**src/rtl/enc_pkg.sv**
```systemverilog
// Shared types, widths and bit-vector helpers for the 16-to-4 multi-hot encoder.
package enc_pkg;

  localparam int unsigned VEC_W  = 16;
  localparam int unsigned CODE_W = 4;
  localparam int unsigned CNT_W  = 5;

  typedef enum logic [0:0] {
    IDLE = 1'b0,
    EMIT = 1'b1
  } state_t;

  function automatic logic [CNT_W-1:0] popcount(input logic [VEC_W-1:0] v);
    logic [CNT_W-1:0] c;
    c = '0;
    for (int unsigned i = 0; i < VEC_W; i++) begin
      c = c + CNT_W'(v[i]);
    end
    return c;
  endfunction

  function automatic logic onehot(input logic [VEC_W-1:0] v);
    return (v != '0) && ((v & (v - VEC_W'(1))) == '0);
  endfunction

endpackage

```
**src/rtl/priority_encoder_16.sv**
```systemverilog
// Combinational priority encoder: index of the first set bit in scan order.
module priority_encoder_16
  import enc_pkg::*;
#(
  parameter bit LSB_FIRST = 1'b1
) (
  input  logic [VEC_W-1:0]  pend_i,
  output logic [CODE_W-1:0] idx_o,
  output logic              found_o
);

  always_comb begin
    idx_o   = '0;
    found_o = 1'b0;
    for (int unsigned i = 0; i < VEC_W; i++) begin
      if (LSB_FIRST) begin
        if (!found_o && pend_i[i]) begin
          idx_o   = CODE_W'(i);
          found_o = 1'b1;
        end
      end else begin
        if (!found_o && pend_i[VEC_W-1-i]) begin
          idx_o   = CODE_W'(VEC_W-1-i);
          found_o = 1'b1;
        end
      end
    end
  end

endmodule

```
**src/rtl/sixteen_to_four_encoder.sv**
```systemverilog
// Latches a multi-hot vector and streams the index of each set bit, one beat per handshake.
module sixteen_to_four_encoder
  import enc_pkg::*;
#(
  parameter bit LSB_FIRST = 1'b1
) (
  input  logic              clk,
  input  logic              rst_n,
  input  logic              in_valid,
  output logic              in_ready,
  input  logic [VEC_W-1:0]  in,
  output logic              out_valid,
  input  logic              out_ready,
  output logic [CODE_W-1:0] out,
  output logic              out_last,
  output logic              out_none,
  output logic [CNT_W-1:0]  out_count
);

  state_t             state_q, state_d;
  logic [VEC_W-1:0]   pend_q, pend_d;
  logic [CNT_W-1:0]   count_q, count_d;
  logic [CODE_W-1:0]  out_q, out_d;
  logic               last_q, last_d;
  logic               none_q, none_d;
  logic [CODE_W-1:0]  enc_idx;
  logic               enc_found;

  // Encoder looks at the next pend value so beat outputs can be registered.
  priority_encoder_16 #(
    .LSB_FIRST(LSB_FIRST)
  ) u_prio (
    .pend_i (pend_d),
    .idx_o  (enc_idx),
    .found_o(enc_found)
  );

  always_comb begin
    state_d = state_q;
    pend_d  = pend_q;
    count_d = count_q;
    if (state_q == IDLE) begin
      if (in_valid) begin
        state_d = EMIT;
        pend_d  = in;
        count_d = popcount(in);
      end
    end else if (out_ready) begin
      pend_d = pend_q & ~(VEC_W'(1) << out_q);
      if (last_q) begin
        state_d = IDLE;
        pend_d  = '0;
      end
    end
  end

  always_comb begin
    out_d  = '0;
    last_d = 1'b0;
    none_d = 1'b0;
    if (state_d == EMIT) begin
      out_d  = enc_idx;
      none_d = !enc_found;
      last_d = !enc_found || onehot(pend_d);
    end
  end

  always_ff @(posedge clk) begin
    if (!rst_n) begin
      state_q <= IDLE;
      pend_q  <= '0;
      count_q <= '0;
      out_q   <= '0;
      last_q  <= 1'b0;
      none_q  <= 1'b0;
    end else begin
      state_q <= state_d;
      pend_q  <= pend_d;
      count_q <= count_d;
      out_q   <= out_d;
      last_q  <= last_d;
      none_q  <= none_d;
    end
  end

  assign in_ready  = (state_q == IDLE);
  assign out_valid = (state_q == EMIT);
  assign out       = out_q;
  assign out_last  = last_q;
  assign out_none  = none_q;
  assign out_count = count_q;

endmodule

```
**config.mk**
```make
export PLATFORM = sky130hd
export DESIGN_NAME = sixteen_to_four_encoder
export DESIGN_NICKNAME = d
export VERILOG_FILES = /design/src/rtl/enc_pkg.sv /design/src/rtl/priority_encoder_16.sv /design/src/rtl/sixteen_to_four_encoder.sv
export SDC_FILE = /design/constraint.sdc
export NUM_CORES = 1
export LEC_CHECK = 0
export CAP_MARGIN = 20
export CORE_UTILIZATION = 57
export CTS_BUF_LIST = sky130_fd_sc_hd__clkbuf_16
export DETAILED_ROUTE_END_ITERATION = 6
export PLACE_DENSITY = 0.82
export SLEW_MARGIN = 10
export SYNTH_ARGS = -nofsm -noshare
export SYNTH_HDL_FRONTEND = slang
export SYNTH_SLANG_ARGS = --single-unit
```
**constraint.sdc**
```tcl
create_clock -name clk -period 8.8 [get_ports clk]
set_clock_uncertainty 0.1 [all_clocks]
set_input_delay 2.2 -clock clk [delete_from_list [all_inputs] [get_ports clk]]
set_output_delay 2.2 -clock clk [all_outputs]
set_load 0.03 [all_outputs]
```
==> out/metrics.cfg, run 1 <==
[status]
outcome = completed

[detailed_routing]
routed_wl_um = 4650
viasPerCell = 5.88
vias = 1753
dr.pass1.iters = 4
drt-wirelength-per-cell_um = 15.6
route.detailed.drc = 0
detail-route-antenna-nets = 0
drt_iter0_markers = 93

[logic_synthesis]
yosysSeqAreaShare_pct = 28.1
synthFlopType = dfxtp_1
syn_avg_cell_area_um2 = 8.92
synth_area_leader_cell = dfxtp_1
async_flop_share_pct = 0
synthesis.area_um2 = 2000
synth-seq-cells = 28
synth_nets = 259
syn_inst = 224
yosys_warnings = 0
synth_cell_types = 58
yosysMostFrequentCell = dfxtp_1
synth_enable_flop_cells = 0
yosysTopAreaCellShare_pct = 28.1
synth_area_leaders = dfxtp_1, fa_1, a32o_1
yosys-top-cells-count = dfxtp_1, nand2_1, inv_1

[cells_and_area]
final_nets = 288
area_growth_pct = 20.7
fillers = 268
layout-drive-gt1-share_pct = 7.54
diodes = 0
utilization_pct = 72.3
stdcell_count = 298

[critical_path]
slowest_stage = fa_1
crit_arrival_ns = 5.83
path_cells = clkdlybuf4s50_1, fa_1, inv_1, fa_1, fa_1, fa_1, inv_1, ha_1, inv_1, fa_1, xnor2_1, nand2_1, a21boi_0
rr_endpoint = out_last$_SDFF_PN0_
timing.rr.start = out_valid$_SDFF_PN0_
worstRegToRegCells = 7
cp_max_fo = 2
required_ns = 8.89
cpMostUsedCell = fa_1
critical_path_class = input port to flop
endpoint_kind = flop
worstSetupStartpointType = input port
reg2reg_slack_ns = 5.86
max_stage_delay_ns = 0.55

[power]
p_leak_nw = 0.988
switching_share_pct = 35.9
power_density_nw_per_um2 = 187
report.power.total_mw = 0.451
power.internal_mw = 0.289
p_sw_mw = 0.162
pwr-share-seq_pct = 33.0
combPwrFrac_pct = 43.9
power_frac_clock_pct = 23.1
vdd_drop_max_mv = 0.0906

[clocking]
cts_tree = built
insertion_delay_ns = 0.26
cts_buffer_depth = 2
htreeDepth = 1
post_cts_buffers = 0
clock-sinks = 28
cts-root-buf = clkbuf_16
clk_transition_reported_paths_ns = 0.07
cts_resized = 0
holdBufCountCts = 0
numCtsBuffers = 3

[floorplan]
die_area_um2 = 3750
core_um2 = 3340
rows = 21
die_h_um = 61.2
initial_core_util_pct = 59.9
die_w_um = 61.2
num_io_pins = 33

[global_route]
grt_pass1_wl_um = 7190
grt_pass1_vias = 1591
gr-total-overflow = 0
grt.total_usage_pct = 26.3
grt_antenna_before_repair = 0
grt_max_degree = 23

[timing]
hold_viol_final = 0
worstMarginPinSlew_ns = 0.678
period_share_pct = 65.2
rsz0062_at_grt = no
tns_ns = 0
fmax_ghz = 0.174
whs_ns = 0.376
finalWorstPathRequiredPeriod_ns = 5.74
slew_headroom_pct = 54.6
drv_slew = 0
setup_viol = 0

[placed_design]
dp_hpwl_um = 3620
placed_cells = 294
io_buffers = 32
routabilityCongestion = 0.824

[min_path]
holdPathEnd = out_count[4]$_SDFFE_PN0P_
hold_path_class = flop to flop
min_from = out_count[4]$_SDFFE_PN0P_
whs_path_depth = 2

[job]
max_cap_violations = 0

power by group through the flow:
stage                     Combinational, mW  Clock, mW  Sequential [mW]
after CTS                             0.198      0.106            0.149
final                                 0.198      0.104            0.149
after global placement                0.191          0            0.151
after floorplan                       0.129          0            0.162
after global routing                  0.219      0.110            0.150
after detailed placement              0.198          0            0.152
flip-flops by register name, indices dropped and copies added (netlist names):
signal,count
out,4
out_count,5
out_last,1
out_none,1
out_valid,1
pend_q,16
cell families (layout without fill, tap and decap cells):
group                      Yosys count  after routing  share of synthesized area, %
AOI/OAI and AO/OA                   55             55                          22.9
xor gates and xnor gates             2              2                         0.877
muxes                                5              5                          2.57
DFF                                 28             28                          28.1
adders and majority gates           16             16                          13.7
and+or+nand+nor                     86             86                          25.1
buffers and inverters               32             60                          6.82
layout make-up:
| class | instances | area (um^2) | share of cell area (%) |
|---|---|---|---|
| sequential | 28 | 561 | 23.2 |
| inverter | 23 | 86.3 | 3.58 |
| timing repair buffer | 33 | 328 | 13.6 |
| multi-input combinational | 164 | 1300 | 53.9 |
| tap | 46 | 57.6 | 2.39 |
| clock buffer | 3 | 75.1 | 3.11 |
| clock inverter | 1 | 3.75 | 0.156 |
stage by stage:
| step | setup WS, ns | area, um^2 |
|---|---|---|
| after floorplan | 3.49 | 2000 |
| after global placement | 2.86 | 2330 |
| after detailed placement | 2.78 | 2330 |
| after CTS | 3.04 | 2410 |
| after global routing | 2.95 | 2410 |
| final | 3.06 | 2410 |
metal layers:
layer | part of all wire (%) | GRT usage, %
met3 | 4.9 | 2.73
met4 | 1.0 | 8.77
met5 | 0 | 0
met2 | 49 | 44.1
met1 | 45 | 35.5
worst max-delay path: cells and delay by family:
kind | cells | cell delay, ns
fa+ha+maj | 6 | 2.55
xor+xnor | 1 | 0.18
compound gates | 1 | 0.16
buf+inv | 4 | 0.66
simple gates | 1 | 0.08
how the worst max path moves through the flow:
stage / start / end / slack (ns) / cells past startpoint
floorplan: in[0] / out_count[3]$_SDFFE_PN0P_ / 3.49 / 12
global placement: in[7] / out_count[2]$_SDFFE_PN0P_ / 2.86 / 13
detailed placement: in[0] / out_count[2]$_SDFFE_PN0P_ / 2.78 / 13
CTS: in[0] / out_count[2]$_SDFFE_PN0P_ / 3.04 / 13
global route: in[0] / out_count[3]$_SDFFE_PN0P_ / 2.95 / 13
finish: in[0] / out_count[2]$_SDFFE_PN0P_ / 3.06 / 13
cell usage in the layout, fill, tap and decap left out, types with 5 or more instances in the layout:
cell	count
clkdlybuf4s50_1	32
dfxtp_1	28
nand2_1	24
inv_1	23
and2_1	16
nor2_1	12
a32o_1	12
fa_1	10
nor2b_1	8
a21oi_1	5
o21ai_0	5
nand3_1	5
ha_1	5
(Power assumes the default switching activity.)
==> run 2: changes to the inputs <==
--- a/config.mk
+++ b/config.mk
@@ -6,10 +6,10 @@
 export NUM_CORES = 1
 export LEC_CHECK = 0
 export CAP_MARGIN = 20
-export CORE_UTILIZATION = 57
+export CORE_UTILIZATION = 53
 export CTS_BUF_LIST = sky130_fd_sc_hd__clkbuf_16
 export DETAILED_ROUTE_END_ITERATION = 6
-export PLACE_DENSITY = 0.82
+export PLACE_DENSITY = 0.76
 export SLEW_MARGIN = 10
 export SYNTH_ARGS = -nofsm -noshare
 export SYNTH_HDL_FRONTEND = slang
==> constraint.sdc (replaced) <==
create_clock -name clk -period 5.6 [get_ports clk]
set_clock_uncertainty 0.1 [all_clocks]
set_input_delay 1.4 -clock clk [delete_from_list [all_inputs] [get_ports clk]]
set_output_delay 1.4 -clock clk [all_outputs]
set_load 0.03 [all_outputs]
==> out/metrics.cfg, run 2 (synthesis gave the netlist of run 1 again) <==
[critical_path]
worstRegToRegCells = 7
critical_path_class = input port to flop
worstSetupStartpointType = input port
crit_arrival_ns = 5.05
cp_max_fo = 3
required_ns = 5.68
endpoint_kind = flop
critPathLaunch = in[7]
timing.rr.start = out_valid$_SDFF_PN0_

[status]
outcome = completed

[global_route]
grt_pass1_vias = 1674
grt_pass1_wl_um = 7750
gr-total-overflow = 0
grt_antenna_before_repair = 0
grt_max_degree = 23
grt.total_usage_pct = 24.6

[cells_and_area]
layout-drive-gt1-share_pct = 7.57
top_register = pend_q
final_cell_mix = clkdlybuf4s50_1, dfxtp_1, nand2_1
largest_reg_flops = 16
diodes = 0
final_nets = 288
area_growth_pct = 20.5
layout_commonest_cell = clkdlybuf4s50_1

[clocking]
cts_tree = built
htreeDepth = 1
holdBufCountCts = 0
clock-sinks = 28
cts_buffer_depth = 2
insertion_delay_ns = 0.26
cts_resized = 0
cts-root-buf = clkbuf_16
numCtsBuffers = 3
post_cts_buffers = 0
clk_transition_reported_paths_ns = 0.07

[timing]
setup_viol = 0
period_share_pct = 88.7
finalWorstPathRequiredPeriod_ns = 4.96
fmax_ghz = 0.201
hold_viol_final = 0
tns_ns = 0
slew_headroom_pct = 53.2
drv_slew = 0
rsz0062_at_grt = no
worstMarginPinSlew_ns = 0.695

[detailed_routing]
drt-wirelength-per-cell_um = 15.5
routed-wl-met3_um = 172
routed_wl_um = 4620
dr.pass1.iters = 4
top_layer = met4
drt_iter0_markers = 97
route.detailed.drc = 0
vias = 1720
viasPerCell = 5.79
route.met2.wl_um = 2310
drt-met1-wl_um = 2110
detail-route-antenna-nets = 0

[floorplan]
rows = 21
die_h_um = 63.4
die_area_um2 = 4020
num_io_pins = 33
die_w_um = 63.4
core_um2 = 3470
initial_core_util_pct = 57.6

[min_path]
hold_path_class = flop to flop
min_from = out_count[2]$_SDFFE_PN0P_
whs_path_depth = 2

[power]
power_density_nw_per_um2 = 290
p_leak_nw = 0.986
vdd_drop_max_mv = 0.259
report.power.total_mw = 0.699

[placed_design]
io_buffers = 32
dp_hpwl_um = 3600
routabilityCongestion = 0.922

[job]
max_cap_violations = 0

[run 2: area by class of cell]
type                    count  area [um^2]
fillers                   314         1060
flip-flops and latches     28          561
repair buffers             33          328
clock buffers               3         75.1
inverters                  23         86.3
well taps                  46         57.6
multi-input cells         164         1300
[run 2: metal layers]
metal	global-route usage, %	vias up
met1	30.7	827
li1	-	854
met5	0	-
met3	4.35	2
met2	44.4	37
met4	3.41	0
[run 2: worst max-delay path, cell delays in order]
cell and delay [ns]:
clkdlybuf4s50_1 0.52, inv_1 0.07, fa_1 0.54, fa_1 0.45, fa_1 0.53, fa_1 0.41
inv_1 0.06, ha_1 0.17, inv_1 0.06, fa_1 0.41, nor2b_1 0.14, o211ai_1 0.10
a21boi_0 0.18
[run 2: stage by stage]
step / worst slack, ns / hold WS, ns / cell area, um^2 / instances / utilization, %
after floorplan: 1.09 / 0.484 / 2000 / 224 / -
after global placement: 0.425 / 0.356 / 2330 / 294 / 67.3
after detailed placement: 0.387 / 0.361 / 2330 / 294 / 67.3
after CTS: 0.625 / 0.371 / 2410 / 297 / 69.4
after global routing: 0.481 / 0.409 / 2410 / 297 / 69.4
final: 0.635 / 0.366 / 2410 / 297 / 69.4
[run 2: report_power, final]
group	leakage [nW]	total, mW	switching (mW)	internal (mW)
sequential	0.229	0.234	0.0155	0.218
combinational	0.720	0.306	0.165	0.141
clock	0.0370	0.160	0.0650	0.0947
total	0.986	0.699	0.246	0.453
[run 2: worst paths after layout]
| check | to | slack [ns] |
|---|---|---|
| worst min register to register | out_count[2]$_SDFFE_PN0P_ | 0.37 |
| worst min-delay path | out_count[2]$_SDFFE_PN0P_ | 0.37 |
| worst max-delay path | out_count[4]$_SDFFE_PN0P_ | 0.64 |
| worst max register to register | out_last$_SDFF_PN0_ | 2.61 |
